## config.mk

```make
export PLATFORM = sky130hd
export DESIGN_NAME = ham_chk_collect
export DESIGN_NICKNAME = d
export VERILOG_FILES = /design/src/rtl/ham_chk_collect.sv
export SDC_FILE = /design/constraint.sdc
export NUM_CORES = 1
export LEC_CHECK = 0
export ABC_AREA = 0
export BUFFER_PORTS_ARGS = -buffer_cell sky130_fd_sc_hd__buf_2
export CORE_MARGIN = 5
export CORE_UTILIZATION = 30
export CTS_CLUSTER_SIZE = 10
export DETAILED_ROUTE_END_ITERATION = 12
export GPL_TIMING_DRIVEN = 0
export PLACE_DENSITY = 0.47
export SLEW_MARGIN = 20
export SYNTH_ARGS = -nofsm -noshare
export SYNTH_HDL_FRONTEND = slang
export SYNTH_SLANG_ARGS = --single-unit
```

## constraint.sdc

```tcl
create_clock -name clk -period 2.3 [get_ports clk]
set_input_delay 0.46 -clock clk [delete_from_list [all_inputs] [get_ports clk]]
set_output_delay 0.46 -clock clk [all_outputs]
set_load 0.005 [all_outputs]
```

## src/rtl/ham_chk_collect.sv

```systemverilog
// Collector behind the Hamming(8,4) checker: FIFO-buffers corrected nibbles, counts corrected/fatal errors, raises a sticky irq.
// Optional macro HAM_COLLECT_DROP_FATAL_EN: fatal words are counted but not buffered, and fatal_o is tied low.
module ham_chk_collect #(
  parameter int DEPTH  = 4,
  parameter int CNT_W  = 8,
  parameter int THRESH = 16
) (
  input  logic             clk,
  input  logic             reset,
  input  logic             valid_i,
  output logic             ready_o,
  input  logic [3:0]       data_i,
  input  logic             error_i,
  input  logic             fatal_i,
  output logic             valid_o,
  input  logic             ready_i,
  output logic [3:0]       data_o,
  output logic             fatal_o,
  output logic [CNT_W-1:0] cnt_corr_o,
  output logic [CNT_W-1:0] cnt_fatal_o,
  input  logic             clr_cnt_i,
  output logic             irq_o,
  input  logic             irq_clr_i
);

  localparam int AW = (DEPTH > 1) ? $clog2(DEPTH) : 1;
  localparam logic [AW:0]      PTR_ONE = 1;
  localparam logic [CNT_W-1:0] CNT_ONE = 1;
  localparam logic [CNT_W-1:0] CNT_MAX = {CNT_W{1'b1}};
  localparam logic [CNT_W-1:0] THR_M1  = CNT_W'(THRESH - 1);
  localparam logic [0:0]       IDLE    = 1'b0;
  localparam logic [0:0]       PEND    = 1'b1;

`ifdef HAM_COLLECT_DROP_FATAL_EN
  localparam int EW = 4;
`else
  localparam int EW = 5;
`endif

  logic [EW-1:0] mem_q [DEPTH];
  logic [EW-1:0] mem_d [DEPTH];
  logic [AW:0]   wr_ptr_q, wr_ptr_d, rd_ptr_q, rd_ptr_d;
  logic [CNT_W-1:0] cnt_corr_q, cnt_corr_d, cnt_fatal_q, cnt_fatal_d;
  logic [0:0]    state_q, state_d;

  logic          full, empty, push, pop, wr_en, corr_inc, fatal_inc, irq_set;
  logic [EW-1:0] wr_entry, head;

  // The extra pointer MSB distinguishes full from empty when the index bits match.
  assign empty   = (wr_ptr_q == rd_ptr_q);
  assign full    = (wr_ptr_q[AW] != rd_ptr_q[AW]) && (wr_ptr_q[AW-1:0] == rd_ptr_q[AW-1:0]);
  assign ready_o = !full;
  assign valid_o = !empty;
  assign push    = valid_i && !full;
  assign pop     = ready_i && !empty;
  assign head    = mem_q[rd_ptr_q[AW-1:0]];
  assign data_o  = valid_o ? head[3:0] : 4'h0;

`ifdef HAM_COLLECT_DROP_FATAL_EN
  assign wr_en    = push && !fatal_i;
  assign wr_entry = data_i;
  assign fatal_o  = 1'b0;
`else
  assign wr_en    = push;
  assign wr_entry = {fatal_i, data_i};
  assign fatal_o  = valid_o && head[4];
`endif

  assign fatal_inc = push && fatal_i;
  assign corr_inc  = push && error_i && !fatal_i;
  // Only the THRESH-1 -> THRESH step fires; a cleared or saturated count never does.
  assign irq_set   = fatal_inc || (corr_inc && !clr_cnt_i && (cnt_corr_q == THR_M1));

  always_comb begin
    mem_d = mem_q;
    if (wr_en) mem_d[wr_ptr_q[AW-1:0]] = wr_entry;
    wr_ptr_d = wr_en ? (wr_ptr_q + PTR_ONE) : wr_ptr_q;
    rd_ptr_d = pop ? (rd_ptr_q + PTR_ONE) : rd_ptr_q;
  end

  always_comb begin
    cnt_corr_d  = cnt_corr_q;
    cnt_fatal_d = cnt_fatal_q;
    if (clr_cnt_i) begin
      cnt_corr_d  = '0;
      cnt_fatal_d = '0;
    end else begin
      if (corr_inc && (cnt_corr_q != CNT_MAX))   cnt_corr_d  = cnt_corr_q + CNT_ONE;
      if (fatal_inc && (cnt_fatal_q != CNT_MAX)) cnt_fatal_d = cnt_fatal_q + CNT_ONE;
    end
  end

  always_comb begin
    state_d = state_q;
    case (state_q)
      IDLE:    if (irq_set) state_d = PEND;
      PEND:    if (irq_clr_i && !irq_set) state_d = IDLE;
      default: state_d = IDLE;
    endcase
  end

  always_ff @(posedge clk or posedge reset) begin
    if (reset) begin
      for (int i = 0; i < DEPTH; i++) mem_q[i] <= '0;
      wr_ptr_q    <= '0;
      rd_ptr_q    <= '0;
      cnt_corr_q  <= '0;
      cnt_fatal_q <= '0;
      state_q     <= IDLE;
    end else begin
      mem_q       <= mem_d;
      wr_ptr_q    <= wr_ptr_d;
      rd_ptr_q    <= rd_ptr_d;
      cnt_corr_q  <= cnt_corr_d;
      cnt_fatal_q <= cnt_fatal_d;
      state_q     <= state_d;
    end
  end

  assign cnt_corr_o  = cnt_corr_q;
  assign cnt_fatal_o = cnt_fatal_q;
  assign irq_o       = (state_q == PEND);

endmodule

```

==> flow_results.xml <==
<?xml version="1.0" encoding="UTF-8"?>
<metrics>
  <group name="status">
    <metric name="run_status" unit="">finished, final reports clean</metric>
  </group>
  <group name="cts">
    <metric name="cts.hold.buffers_added" unit="">0</metric>
    <metric name="tritoncts" unit="">done</metric>
    <metric name="cts-root-buf" unit="">sky130_fd_sc_hd__clkbuf_8</metric>
    <metric name="path_clk_slew" unit="ns">0.09</metric>
    <metric name="ctsHtreeMaxLevel" unit="">2</metric>
    <metric name="cts.sinks" unit="">43</metric>
    <metric name="cts_made_buffers" unit="">5</metric>
    <metric name="clk_latency" unit="ns">0.30</metric>
    <metric name="cts.path.max_buffers" unit="">2</metric>
  </group>
  <group name="worst_hold_path">
    <metric name="hold_path.class" unit="">in2async</metric>
  </group>
  <group name="layout">
    <metric name="fin_cells" unit="">335</metric>
    <metric name="most-common-layout-cells" unit="">sky130_fd_sc_hd__dfrtp_1, sky130_fd_sc_hd__buf_2, sky130_fd_sc_hd__mux2_2</metric>
    <metric name="nets" unit="">254</metric>
    <metric name="layout.core_utilization" unit="">0.3751</metric>
    <metric name="layout_commonest_cell" unit="">sky130_fd_sc_hd__dfrtp_1</metric>
    <metric name="syn2layout_area_growth" unit="%">20.37</metric>
    <metric name="post_route_cells_drive_above_1_share" unit="">0.3432</metric>
    <metric name="n_antenna_cell" unit="">0</metric>
    <metric name="final-seq-area" unit="um2">1076</metric>
    <metric name="post_route_cell_area" unit="um2">2750</metric>
    <metric name="filler_cells" unit="">726</metric>
    <metric name="multiInputGateArea" unit="um2">1165</metric>
  </group>
  <group name="pwr">
    <metric name="vdd.ir_drop.worst" unit="V">0.0004255</metric>
    <metric name="leakage" unit="nW">1.222</metric>
    <metric name="fin_total_pwr" unit="mW">3.150</metric>
    <metric name="pwr_density_cell" unit="nW/um2">1145</metric>
  </group>
  <group name="floorplan">
    <metric name="effective_utilization_at_floorplan" unit="">0.3117</metric>
    <metric name="std_cell_rows" unit="">31</metric>
    <metric name="horizontal_die_dimension" unit="um">97.27</metric>
    <metric name="fp.coreArea" unit="um2">7331</metric>
    <metric name="fp.dieArea" unit="um2">9460</metric>
    <metric name="die_extent_in_y" unit="um">97.27</metric>
    <metric name="ios" unit="">36</metric>
  </group>
  <group name="flow_run">
    <metric name="cap_violations" unit="">0</metric>
  </group>
  <group name="placed_design">
    <metric name="hpwl" unit="mm">3.547</metric>
    <metric name="gp_congestion" unit="">0.6987</metric>
    <metric name="place_worst_setup_slack" unit="ns">0.1614</metric>
    <metric name="placedCellCount" unit="">327</metric>
    <metric name="numPortBuffers" unit="">35</metric>
    <metric name="placement.cell_area" unit="um2">2604</metric>
  </group>
  <group name="routing">
    <metric name="postRouteWirelength" unit="mm">4.938</metric>
    <metric name="ant_nets" unit="">0</metric>
    <metric name="dr.pass1.iters" unit="">4</metric>
    <metric name="vias" unit="">1670</metric>
    <metric name="wl_per_cell" unit="um">14.74</metric>
    <metric name="drc" unit="">0</metric>
    <metric name="drtIter0Drc" unit="">61</metric>
    <metric name="route.detailed.vias_per_inst" unit="">4.985</metric>
  </group>
  <group name="yosys">
    <metric name="synth_register_bits" unit="">43</metric>
    <metric name="synthesis.instances" unit="">192</metric>
    <metric name="netlist_area" unit="um2">2285</metric>
    <metric name="ys_seq_area_frac" unit="">0.4710</metric>
    <metric name="edff_count_synth" unit="">0</metric>
    <metric name="dominantRegCellSynth" unit="">sky130_fd_sc_hd__dfrtp_1</metric>
    <metric name="synth_async_sr_flop_share" unit="">1.000</metric>
    <metric name="syn_area_per_cell" unit="um2">11.90</metric>
    <metric name="synth.lib_cells_used.distinct" unit="">38</metric>
    <metric name="synth_nets" unit="">211</metric>
    <metric name="synthesis.yosys.warnings" unit="">0</metric>
  </group>
  <group name="grt">
    <metric name="grt_antenna_before_repair" unit="">0</metric>
    <metric name="gr-total-overflow" unit="">0</metric>
    <metric name="first_global_vias" unit="">1628</metric>
    <metric name="global_route.usage.total" unit="">0.1058</metric>
    <metric name="largest_net_degree_at_the_start_of_global_routing" unit="">27</metric>
    <metric name="grt_pass1_wl" unit="mm">8.100</metric>
  </group>
  <group name="sta">
    <metric name="setup_tns" unit="ns">0</metric>
    <metric name="slew_limit_fails" unit="">0</metric>
    <metric name="rsz0062_at_grt" unit="">no</metric>
    <metric name="worst_slew_margin_rel" unit="">0.5792</metric>
    <metric name="setup_ws" unit="ns">0.1316</metric>
    <metric name="final_hold_viol_count" unit="">0</metric>
    <metric name="achievable-frequency" unit="GHz">0.4612</metric>
    <metric name="final.hold.worst_slack" unit="ns">0.1402</metric>
    <metric name="post-route-period-util" unit="">0.9428</metric>
    <metric name="fin_worst_skew" unit="ns">0.01049</metric>
    <metric name="finalSetupViolations" unit="">0</metric>
    <metric name="worst_slew_pin_slew" unit="ns">0.6269</metric>
    <metric name="period_minus_slack" unit="ns">2.168</metric>
  </group>
  <group name="critical_path">
    <metric name="cp.arrival" unit="ns">1.71</metric>
    <metric name="worstSetupStartpointType" unit="">flip-flop</metric>
    <metric name="cp.required" unit="ns">1.84</metric>
    <metric name="crit_type" unit="">reg2out</metric>
    <metric name="element_type_at_the_critical_path_end" unit="">output pin</metric>
    <metric name="critPathMaxFanout" unit="">8</metric>
  </group>
</metrics>
## cells in the mapped netlist (all sizes together) (2+ instances only)
cell type	number	area (um2)
nor2b	3	18.77
nand2b	2	12.51
mux4	5	131.4
xnor2	7	68.82
nor3	2	10.01
mux2	24	270.3
or3	4	27.52
ha	7	87.58
clkbuf	3	11.26
nor2	4	15.01
nand3	9	45.04
and2	5	31.28
or4	7	52.55
xor2	3	26.28
nand4	2	12.51
nand2	13	48.80
o31ai	8	60.06
buf	2	22.52
nor4b	2	17.52
o21ai	5	25.02
a21oi	11	55.05
and3	4	25.02
inv	5	18.77
dfrtp	43	1076
## state kept, by name, indices dropped and copies added (netlist names)
register     count
mem_q           20
cnt_corr_o       8
cnt_fatal_o      8
rd_ptr_q         3
wr_ptr_q         3
irq_o            1
## cells by family after synthesis
group,count (synthesis),share of synthesized area
DFF,43,0.4710
muxes,30,0.1802
adders and majority gates,7,0.03833
and+or+nand+nor,58,0.1418
xor gates and xnor gates,10,0.04162
AOI/OAI and AO/OA,32,0.09475
buffers and inverters,12,0.03231
## metal layers
layer	up-vias	track usage	wire length, um
li1	809	-	-
met1	834	0.1337	2298
met2	25	0.1773	2440
met3	2	0.02369	155
met4	0	0.03834	44
met5	-	0	0
## area by class of cell
class,count,share of cell area
multi-input cells,137,0.4236
clock inverters,3,0.01729
clock buffers,5,0.02502
inverters,5,0.006824
well taps,99,0.04504
flip-flops and latches,43,0.3913
plain buffers,7,0.02002
repair buffers,36,0.07097
## worst max-delay path, stage by stage (launching register included)
cell and delay, ns:
sky130_fd_sc_hd__dfrtp_1 0.38, sky130_fd_sc_hd__buf_6 0.17, sky130_fd_sc_hd__mux4_1 0.54, sky130_fd_sc_hd__and2_1 0.19
sky130_fd_sc_hd__buf_2 0.13
## what timing repair did
action | 4_1_cts | 5_1_grt
setup buffers | 0 | 0
gates resized for setup | 1 | 4
pin swaps | 0 | 1
endpoints found under the setup margin | 5 | 7
## where the power goes
part | leakage [nW] | internal (mW) | switching (mW) | total, mW
Clock | 0.0587 | 0.330 | 0.287 | 0.617
Combinational | 0.621 | 0.733 | 0.627 | 1.36
Sequential | 0.543 | 1.01 | 0.164 | 1.17
Total | 1.22 | 2.07 | 1.08 | 3.15
## path summary, 6_finish.rpt
| kind | startpoint | end | slack, ns | cells past startpoint |
|---|---|---|---|---|
| worst min register to register | mem_q[12]$_DFFE_PP0P_ | mem_q[12]$_DFFE_PP0P_ | 0.50 | 1 |
| max in group asynchronous | reset | cnt_fatal_o[5]$_DFFE_PP0P_ | 1.68 | 3 |
| worst max-delay path | rd_ptr_q[0]$_DFFE_PP0P_ | data_o[0] | 0.13 | 4 |
| min in group clk | irq_clr_i | irq_o$_DFF_PP0_ | 0.35 | 2 |
| worst min-delay path | reset | mem_q[0]$_DFFE_PP0P_ | 0.14 | 2 |
| worst max register to register | rd_ptr_q[0]$_DFFE_PP0P_ | mem_q[4]$_DFFE_PP0P_ | 0.26 | 6 |
(Power assumes the default switching activity.)
